`src/rtl/ascii_uart_tx.sv`:
```
// Serialises 7-bit ASCII characters: start, D0..D6 LSB first, optional even parity, stop.
// Latency: a character accepted onto an idle, empty block drives its start bit from the next edge.
// Backpressure: char_rdy drops while the character FIFO is full; offers made then are dropped and set sticky ovf.
module ascii_uart_tx #(
    parameter int CLKS_PER_BIT = 4,
    parameter int FIFO_DEPTH   = 4,
    parameter int PARITY_EN    = 1
) (
    input  logic       clk,
    input  logic       rst_n,
    input  logic [6:0] char,
    input  logic       char_vld,
    output logic       char_rdy,
    output logic       txd,
    output logic       busy,
    output logic       ovf
);

    localparam int AW = (FIFO_DEPTH > 1) ? $clog2(FIFO_DEPTH) : 1;
    localparam int CW = (CLKS_PER_BIT > 1) ? $clog2(CLKS_PER_BIT) : 1;
    localparam logic [AW:0]   DEPTH_CNT = (AW+1)'(FIFO_DEPTH);
    localparam logic [CW-1:0] CNT_LAST  = CW'(CLKS_PER_BIT - 1);

    typedef enum logic [2:0] {
        IDLE,
        START,
        DATA,
        PARITY,
        STOP
    } state_t;

    // Character FIFO storage and bookkeeping
    logic [6:0]    mem [FIFO_DEPTH];
    logic [AW-1:0] wr_ptr;
    logic [AW-1:0] rd_ptr;
    logic [AW:0]   count;
    logic          full;
    logic          empty;
    logic          push;
    logic          pop;
    logic [6:0]    head;

    // Serializer state
    state_t        state_q, state_d;
    logic [CW-1:0] cnt_q, cnt_d;
    logic [2:0]    bit_q, bit_d;
    logic [6:0]    shift_q, shift_d;
    logic          par_q, par_d;
    logic          txd_d;
    logic          last;

    assign full     = (count == DEPTH_CNT);
    assign empty    = (count == '0);
    // Reset gates readiness so a push coincident with the reset edge is never taken.
    assign char_rdy = !full && rst_n;
    assign push     = char_vld && char_rdy;
    assign head     = mem[rd_ptr];
    assign last     = (cnt_q == CNT_LAST);
    assign busy     = (state_q != IDLE) || !empty;

    // FIFO storage write; contents need no reset because the pointers define validity
    always_ff @(posedge clk) begin
        if (push) begin
            mem[wr_ptr] <= char;
        end
    end

    // FIFO pointers and occupancy; push and pop in the same edge leave count unchanged
    always_ff @(posedge clk) begin
        if (!rst_n) begin
            wr_ptr <= '0;
            rd_ptr <= '0;
            count  <= '0;
        end else begin
            if (push) begin
                wr_ptr <= wr_ptr + AW'(1);
            end
            if (pop) begin
                rd_ptr <= rd_ptr + AW'(1);
            end
            case ({push, pop})
                2'b10:   count <= count + (AW+1)'(1);
                2'b01:   count <= count - (AW+1)'(1);
                default: count <= count;
            endcase
        end
    end

    // Sticky overflow: an offer refused while out of reset
    always_ff @(posedge clk) begin
        if (!rst_n) begin
            ovf <= 1'b0;
        end else if (char_vld && !char_rdy) begin
            ovf <= 1'b1;
        end
    end

    // Serializer registers; txd is registered from the next-state value so it has no path from char
    always_ff @(posedge clk) begin
        if (!rst_n) begin
            state_q <= IDLE;
            cnt_q   <= '0;
            bit_q   <= '0;
            shift_q <= '0;
            par_q   <= 1'b0;
            txd     <= 1'b1;
        end else begin
            state_q <= state_d;
            cnt_q   <= cnt_d;
            bit_q   <= bit_d;
            shift_q <= shift_d;
            par_q   <= par_d;
            txd     <= txd_d;
        end
    end

    // Next-state, counters, FIFO pop and the line value for the coming cycle
    always_comb begin
        state_d = state_q;
        cnt_d   = cnt_q;
        bit_d   = bit_q;
        shift_d = shift_q;
        par_d   = par_q;
        pop     = 1'b0;
        txd_d   = 1'b1;

        case (state_q)
            IDLE: begin
                if (!empty) begin
                    pop     = 1'b1;
                    shift_d = head;
                    par_d   = ^head;
                    cnt_d   = '0;
                    state_d = START;
                end
            end
            START: begin
                if (last) begin
                    cnt_d   = '0;
                    bit_d   = '0;
                    state_d = DATA;
                end else begin
                    cnt_d = cnt_q + CW'(1);
                end
            end
            DATA: begin
                if (last) begin
                    cnt_d   = '0;
                    shift_d = shift_q >> 1;
                    if (bit_q == 3'd6) begin
                        bit_d   = '0;
                        state_d = (PARITY_EN != 0) ? PARITY : STOP;
                    end else begin
                        bit_d = bit_q + 3'd1;
                    end
                end else begin
                    cnt_d = cnt_q + CW'(1);
                end
            end
            PARITY: begin
                if (last) begin
                    cnt_d   = '0;
                    state_d = STOP;
                end else begin
                    cnt_d = cnt_q + CW'(1);
                end
            end
            STOP: begin
                if (last) begin
                    cnt_d = '0;
                    // Chain straight into the next start bit so frames stay contiguous.
                    if (!empty) begin
                        pop     = 1'b1;
                        shift_d = head;
                        par_d   = ^head;
                        state_d = START;
                    end else begin
                        state_d = IDLE;
                    end
                end else begin
                    cnt_d = cnt_q + CW'(1);
                end
            end
            default: begin
                state_d = IDLE;
            end
        endcase

        case (state_d)
            START:   txd_d = 1'b0;
            DATA:    txd_d = shift_d[0];
            PARITY:  txd_d = par_d;
            default: txd_d = 1'b1;
        endcase
    end

endmodule

```
`config.mk`:
```
export PLATFORM = sky130hd
export DESIGN_NAME = ascii_uart_tx
export DESIGN_NICKNAME = d
export VERILOG_FILES = /design/src/rtl/ascii_uart_tx.sv
export SDC_FILE = /design/constraint.sdc
export NUM_CORES = 1
export LEC_CHECK = 0
export ABC_AREA = 1
export BUFFER_PORTS_ARGS = -buffer_cell sky130_fd_sc_hd__buf_2
export CAP_MARGIN = 5
export CORE_AREA = 2 2 61 86
export CTS_CLUSTER_DIAMETER = 150
export DETAILED_ROUTE_END_ITERATION = 16
export DIE_AREA = 0 0 63 88
export PLACE_DENSITY = 0.81
export REMOVE_ABC_BUFFERS = 1
export SLEW_MARGIN = 20
export SYNTH_ARGS = -nofsm -noshare
export SYNTH_HDL_FRONTEND = slang
export SYNTH_SLANG_ARGS = --single-unit
```
`constraint.sdc`:
```
create_clock -name clk -period 2.8 [get_ports clk]
set_input_delay 0.28 -clock clk [delete_from_list [all_inputs] [get_ports clk]]
set_output_delay 0.28 -clock clk [all_outputs]
set_load 0.01 [all_outputs]
```
==> run metrics, run 1 <==
status finished clean; Max H-tree Level 2; Syn Inst Count 308; Max Cap Viol 0; Seq/Total Area, Yosys 0.543; fmax about 430 MHz; clk sinks 55; Starting DRT DRC Count 126; Clk Latency, worst-skew pair 320 ps; Post-CTS Resized 0; Synth warnings 0; initial antenna violation count 0; Worst EP required approximately 3000 ps; die width around 63 um; clock-pin slew on the worst setup and hold paths 100 ps; fill count 417; measured slew at the worst slew-check pin 690 ps; Crit Path Class flip-flop to flip-flop; Final Cell Area roughly 2800 um2; Ports 14; Critical Path Start Type flip-flop; first-pass GRT wire length 7.56 mm; Die Footprint ~5500 um2; crit path DAT 2550 ps; Final Hold Viols 0; DR vias/cell roughly 5; CP Max Fanout 6; Layout area overhead 9.04%; slowest cell delay on critical path around 370 ps; CP dominant cell by count nor2_1; Util after Layout 0.582; CTS Hold Bufs 0; NumNets Final 342; area share of the largest cell type after synthesis 0.330; GR Overflow Total 0; Mapped Avg Cell Area between 8 and 9 um2; clk root buf clkbuf_8; setup TNS 0 ps; Mapped Area 2550 um2; TritonCTS clock tree built; vias in the first global route 1811; Worst VDD drop 0.000464 V; Static Leakage 1.20 nW; Hold WC Path Type input pin to flip-flop; Core ar. 4770 um2; GRT Resource Usage Total 0.174; Worst Clk Skew 15.1 ps; Area after DPL 2680 um2; post-CTS setup buffers 0; # rows 30; DR pass1 iterations 4; Crit-path slowest cell fa_1; Routed Wire Length 4.45 mm; number of synthesized register bits between 50 and 60; TritonCTS buffer count 5; Slew HR 0.538; layout cells sized above 1 0.0890; WL/cell 11.4 um; commonest non-fill, non-tap cell in the layout nand2_1; clock buffer depth 2; Final Wtd Congestion 0.803; most frequent cells in the layout 93 x nand2_1, 40 x inv_1, 29 x nor2_1; Routed Antenna Nets 0; Pwr Density ~900 nW/um2; DRC viols 0; largest net degree at the start of global routing 17; number of distinct library cells after synthesis 28; RSZ-0062 raised after global routing no; count of final setup violators 0; Final Max Tran Viols 0; area leader, netlist edfxtp_1; ant diodes 0; Vias 1972; Starting Density 0.534; Die Height 88 um; cell breakdown of the critical path ha_1 -> nor2_1 -> nor2_1 -> inv_1 -> nor2_1 -> ha_1 -> inv_1 -> fa_1 -> a21oi_1 -> o21ai_0 -> o21ai_0 -> a21oi_1; Final min period between 2000 and 2500 ps; top cells by area, synth edfxtp_1 33%, dfxtp_1 21%, nand2_1 14%, inv_1 5.9%, a21oi_1 4.3%; HPWL after DPL approximately 3.2 mm; final period utilization 0.837; Buffers on Ports 13; Setup crit end kind flip-flop
metrics by stage:
stage | instances | total power, mW | hold WS, ps | worst slack (ps)
2_1_floorplan | 301 | 1.81 | 378 | 368
3_3_place_gp | 382 | 2.02 | 446 | 599
3_5_place_dp | 382 | 2.05 | 453 | 544
4_1_cts | 390 | 2.51 | 177 | 467
5_1_grt | 390 | 2.71 | 180 | 207
6_report | 390 | 2.50 | 175 | 457
logic make-up (layout without fill, tap and decap cells):
kind of cell / after synthesis / count (layout) / synth area share
buffers and inverters: 50 / 68 / 0.0796
flip-flops: 55 / 55 / 0.543
adder cells (fa/ha/maj): 7 / 7 / 0.0373
AO/OA/AOI/OAI: 48 / 48 / 0.108
AND/OR/NAND/NOR: 148 / 148 / 0.233
sequential cells by signal, summed over array words and instances, names as in the netlist, named ones only:
name / cells
bit_q: 3
par_q: 1
cnt_q: 2
shift_q: 7
ovf: 1
rd_ptr: 2
state_q: 3
count: 3
mem: 28
wr_ptr: 2
txd: 1
layer usage:
layer,up-vias,routed length [um],track usage
met4,0,93,0.0788
met5,-,0,0
met1,898,1870,0.182
li1,1035,-,-
met3,9,112,0.0270
met2,30,2370,0.341
power by group:
group          switching [mW]  internal, mW
registers              0.0734         0.970
logic                   0.638         0.362
clock network           0.253         0.207
synthesized netlist by cell type (all sizes together):
| cell | count |
|---|---|
| a21oi | 22 |
| nor3 | 2 |
| inv | 42 |
| dfxtp | 27 |
| ha | 6 |
| and2 | 1 |
| a22oi | 6 |
| nor2 | 29 |
| fa | 1 |
| a2111oi | 1 |
| clkbuf | 2 |
| nand2 | 93 |
| a41oi | 1 |
| nand3 | 21 |
| o211ai | 2 |
| o22ai | 1 |
| a31oi | 1 |
| buf | 5 |
| or2 | 1 |
| nand3b | 1 |
| edfxtp | 28 |
| clkinv | 1 |
| o21ai | 14 |
path summary, 6_finish.rpt:
path | startpoint | endpoint | slack, ps | depth (start not counted)
max reg2reg | cnt_q[0] | count[2] | 460 | 12
min reg2reg | shift_q[1] | shift_q[1] | 460 | 2
min | char[3] | mem[1][3] | 170 | 1
max | cnt_q[0] | count[2] | 460 | 12
worst max-delay path: cells and delay by family (launching register included):
| kind | cells | cell delay (ps) |
|---|---|---|
| adders and majority gates | 3 | 810 |
| AOI/OAI and AO/OA | 4 | 520 |
| and+or+nand+nor | 3 | 390 |
| DFF | 1 | 360 |
| buffers and inverters | 2 | 170 |
final cells by class:
type	count	area, um2	area share
Clock buffer	7	87.6	0.0315
Clock inverter	1	8.76	0.00315
Inverter	43	161	0.0581
Multi-Input combinational cell	203	962	0.347
Sequential cell	55	1380	0.498
Tap cell	64	80.1	0.0288
Timing Repair Buffer	17	95.1	0.0342
(Power assumes the default switching activity.)
==> run 2, diff against run 1 <==
--- a/config.mk
+++ b/config.mk
@@ -8,11 +8,11 @@
 export ABC_AREA = 1
 export BUFFER_PORTS_ARGS = -buffer_cell sky130_fd_sc_hd__buf_2
 export CAP_MARGIN = 5
-export CORE_AREA = 2 2 61 86
+export CORE_AREA = 2 2 62 87
 export CTS_CLUSTER_DIAMETER = 150
 export DETAILED_ROUTE_END_ITERATION = 16
-export DIE_AREA = 0 0 63 88
-export PLACE_DENSITY = 0.81
+export DIE_AREA = 0 0 64 89
+export PLACE_DENSITY = 0.82
 export REMOVE_ABC_BUFFERS = 1
 export SLEW_MARGIN = 20
 export SYNTH_ARGS = -nofsm -noshare
==> constraint.sdc (replaced) <==
create_clock -name clk -period 2 [get_ports clk]
set_input_delay 0.2 -clock clk [delete_from_list [all_inputs] [get_ports clk]]
set_output_delay 0.2 -clock clk [all_outputs]
set_load 0.01 [all_outputs]
==> run 2 against run 1 <==
- sequential power increased by 40%
- global-route usage decreased by 0.13 points
- design area increased by 6.9%
- clock skew increased by 8.7 ps
- die area increased by 2.7%
- final cell count increased by 5.1%
- clock power increased by 44%
- sequential cell count unchanged
- critical path depth decreased by 1
- via count increased by 3.5%
- fmax increased by 24%
- critical path type unchanged
- largest cell class unchanged
- largest power group is now combinational cells
==> run metrics, run 2 (synthesized netlist as in run 1, its figures left out) <==
status finished clean (unchanged); Routed Wire Length 4.68 mm (was 4.45 mm); crit path DAT 2090 ps (was 2550 ps); NumNets Final 362 (was 342); clk root buf clkbuf_8 (unchanged); clock buffer depth 2 (unchanged); vias in the first global route 1878 (was 1811); # rows 30 (unchanged); register share of total power 0.387 (was 0.417); DR vias/cell 4.98 (was 5.06); power share of the combinational group 0.437 (was 0.400); CP dominant cell by count nor2_2 (was nor2_1); die width 64 um (was 63 um); layout cells sized above 1 0.176 (was 0.0890); WL/cell 11.4 um (about the same); Die Footprint 5700 um2 (was 5540 um2); Final Max Tran Viols 0 (unchanged); Static Leakage 1.30 nW (was 1.20 nW); Die Height 89 um (was 88 um); register area 1390 um2 (was 1380 um2); Core ar. 4840 um2 (was 4770 um2); TritonCTS clock tree built (unchanged); Worst VDD drop 0.000772 V (was 0.000464 V); Switching Fraction 0.386 (was 0.385); fmax 531 MHz (was 427 MHz); fill count 398 (was 417); Clock power frac 0.176 (was 0.184); Slew HR 0.687 (was 0.538); setup TNS 0 ps (unchanged); first-pass GRT wire length 7.73 mm (was 7.56 mm); Int Power 2.31 mW (was 1.54 mW); Biggest register mem (unchanged); grt met1 use 0.179 (was 0.182); most frequent cells in the layout 93 x nand2_1, 40 x inv_1, 28 x edfxtp_1 (was 93 x nand2_1, 40 x inv_1, 29 x nor2_1); Final min period 1880 ps (was 2340 ps); clk sinks 55 (unchanged); HPWL after DPL 3.52 mm (was 3.23 mm); Crit-path slowest cell fa_2 (was fa_1); CP Max Fanout 3 (was 6); DP Worst Slack -101 ps (was 544 ps); Starting Density 0.526 (was 0.534); Buffers on Ports 13 (unchanged); Hold WC Path Type input pin to flip-flop (unchanged); final period utilization 0.941 (was 0.837); max reg flops 28 (unchanged); Crit Path Class flip-flop to flip-flop (unchanged); GR Overflow Total 0 (unchanged); cell breakdown of the critical path ha_1 -> nor2_2 -> nor2_2 -> inv_1 -> nor2_2 -> ha_1 -> inv_1 -> fa_2 -> nor2_1 -> a21oi_1 -> nor2_1 (was ha_1 -> nor2_1 -> nor2_1 -> inv_1 -> nor2_1 -> ha_1 -> inv_1 -> fa_1 -> a21oi_1 -> o21ai_0 -> o21ai_0 -> a21oi_1); Regs by FF count mem x28, shift_q x7 (unchanged); GR Util met2 0.334 (was 0.341); Setup crit end kind flip-flop (unchanged); DR pass1 iterations 4 (unchanged); GRT Resource Usage Total 0.173 (was 0.174); count of final setup violators 0 (unchanged); clock-pin slew on the worst setup and hold paths 120 ps (was 100 ps); slack of the critical path 117 ps (was 457 ps); Worst EP required 2210 ps (was 3010 ps); Worst Clk Skew 23.9 ps (was 15.1 ps); Max H-tree Level 2 (unchanged); Vias 2042 (was 1972); Final Hold Viols 0 (unchanged); ant diodes 0 (unchanged); initial antenna violation count 0 (unchanged); measured slew at the worst slew-check pin 469 ps (was 690 ps); M3 GR Usage 0.0365 (was 0.0270); slowest cell delay on critical path 520 ps (was 370 ps); CTS Hold Bufs 0 (unchanged); DRC viols 0 (unchanged); Tot Pwr 3.76 mW (was 2.50 mW); Final Wtd Congestion 0.817 (was 0.803); commonest non-fill, non-tap cell in the layout nand2_1 (unchanged); Critical Path Start Type flip-flop (unchanged); Layout area overhead 16.6% (was 9.04%); Routed Antenna Nets 0 (unchanged); Starting DRT DRC Count 114 (was 126); footprint of the multi-input gates 986 um2 (was 962 um2); Pwr Density 1270 nW/um2 (was 901 nW/um2); NetSw 1.45 mW (was 965 uW); gr busiest metal met2 (unchanged); Util after Layout 0.613 (was 0.582); TritonCTS buffer count 5 (unchanged); Clk Latency, worst-skew pair 320 ps (about the same); Max Cap Viol 0 (unchanged); Ports 14 (unchanged); largest net degree at the start of global routing 19 (was 17)
==> run 2: changes by cell type in the layout (fill, tap and decap cells not counted), sizes merged <==
cell	delta
inv	+1
clkinv	-1
clkinvlp	+1
buf	+20
clkbuf	-1
==> run 2: through the flow <==
step / cell area (um2) / hold slack (ps) / cells
2_1_floorplan: 2500 / 298 / 301
3_3_place_gp: 2830 / 409 / 402
3_5_place_dp: 2830 / 417 / 402
4_1_cts: 2940 / 95.4 / 410
5_1_grt: 2970 / 92.7 / 410
6_report: 2970 / 103 / 410
==> run 2: timing repair <==
item                                    in CTS  in global routing
setup buffers                                0                  0
pin swaps                                    1                  1
endpoints found under the setup margin       1                  4
hold endpoints to repair                     0                  0
resized for setup                            5                 11
==> run 2: area by class of cell <==
type / instances / share of cell area
Sequential cell: 55 / 0.467
Clock inverter: 2 / 0.00675
Timing Repair Buffer: 37 / 0.0826
Tap cell: 64 / 0.0270
Multi-Input combinational cell: 203 / 0.332
Inverter: 43 / 0.0565
Clock buffer: 6 / 0.0278
==> run 2: layer usage <==
layer  routed length, um  up-vias  part of all wire
met2                2600       30              0.55
met3                 112        6             0.024
met1                1910      932              0.41
met4                  63        0             0.013
li1                    -     1074                 -
met5                   0        -                 0
==> run 2: critical path, delay by kind of cell, from the launching register on <==
| kind | cells | cell delay [ps] |
|---|---|---|
| AO/OA/AOI/OAI | 1 | 130 |
| adder cells (fa/ha/maj) | 3 | 840 |
| buffers and inverters | 2 | 140 |
| flip-flops | 1 | 340 |
| AND/OR/NAND/NOR | 5 | 340 |
==> run 2: worst paths after layout <==
check	cells after the start	end	startpoint	slack, ps
worst min-delay path	1	mem[1][0]	char[0]	100
worst max register to register	11	count[1]	cnt_q[0]	120
worst min register to register	2	flip-flop	rd_ptr[1]	460
worst max-delay path	11	count[1]	cnt_q[0]	120
==> run 2: power by group through the flow <==
| stage | clock (mW) | sequential [mW] | combinational, mW |
|---|---|---|---|
| after CTS | 0.676 | 1.44 | 1.61 |
| after global placement | 0 | 1.46 | 1.52 |
| after floorplan | 0 | 1.48 | 1.04 |
| final | 0.661 | 1.46 | 1.65 |
| after detailed placement | 0 | 1.47 | 1.58 |
| after global routing | 0.720 | 1.48 | 1.86 |
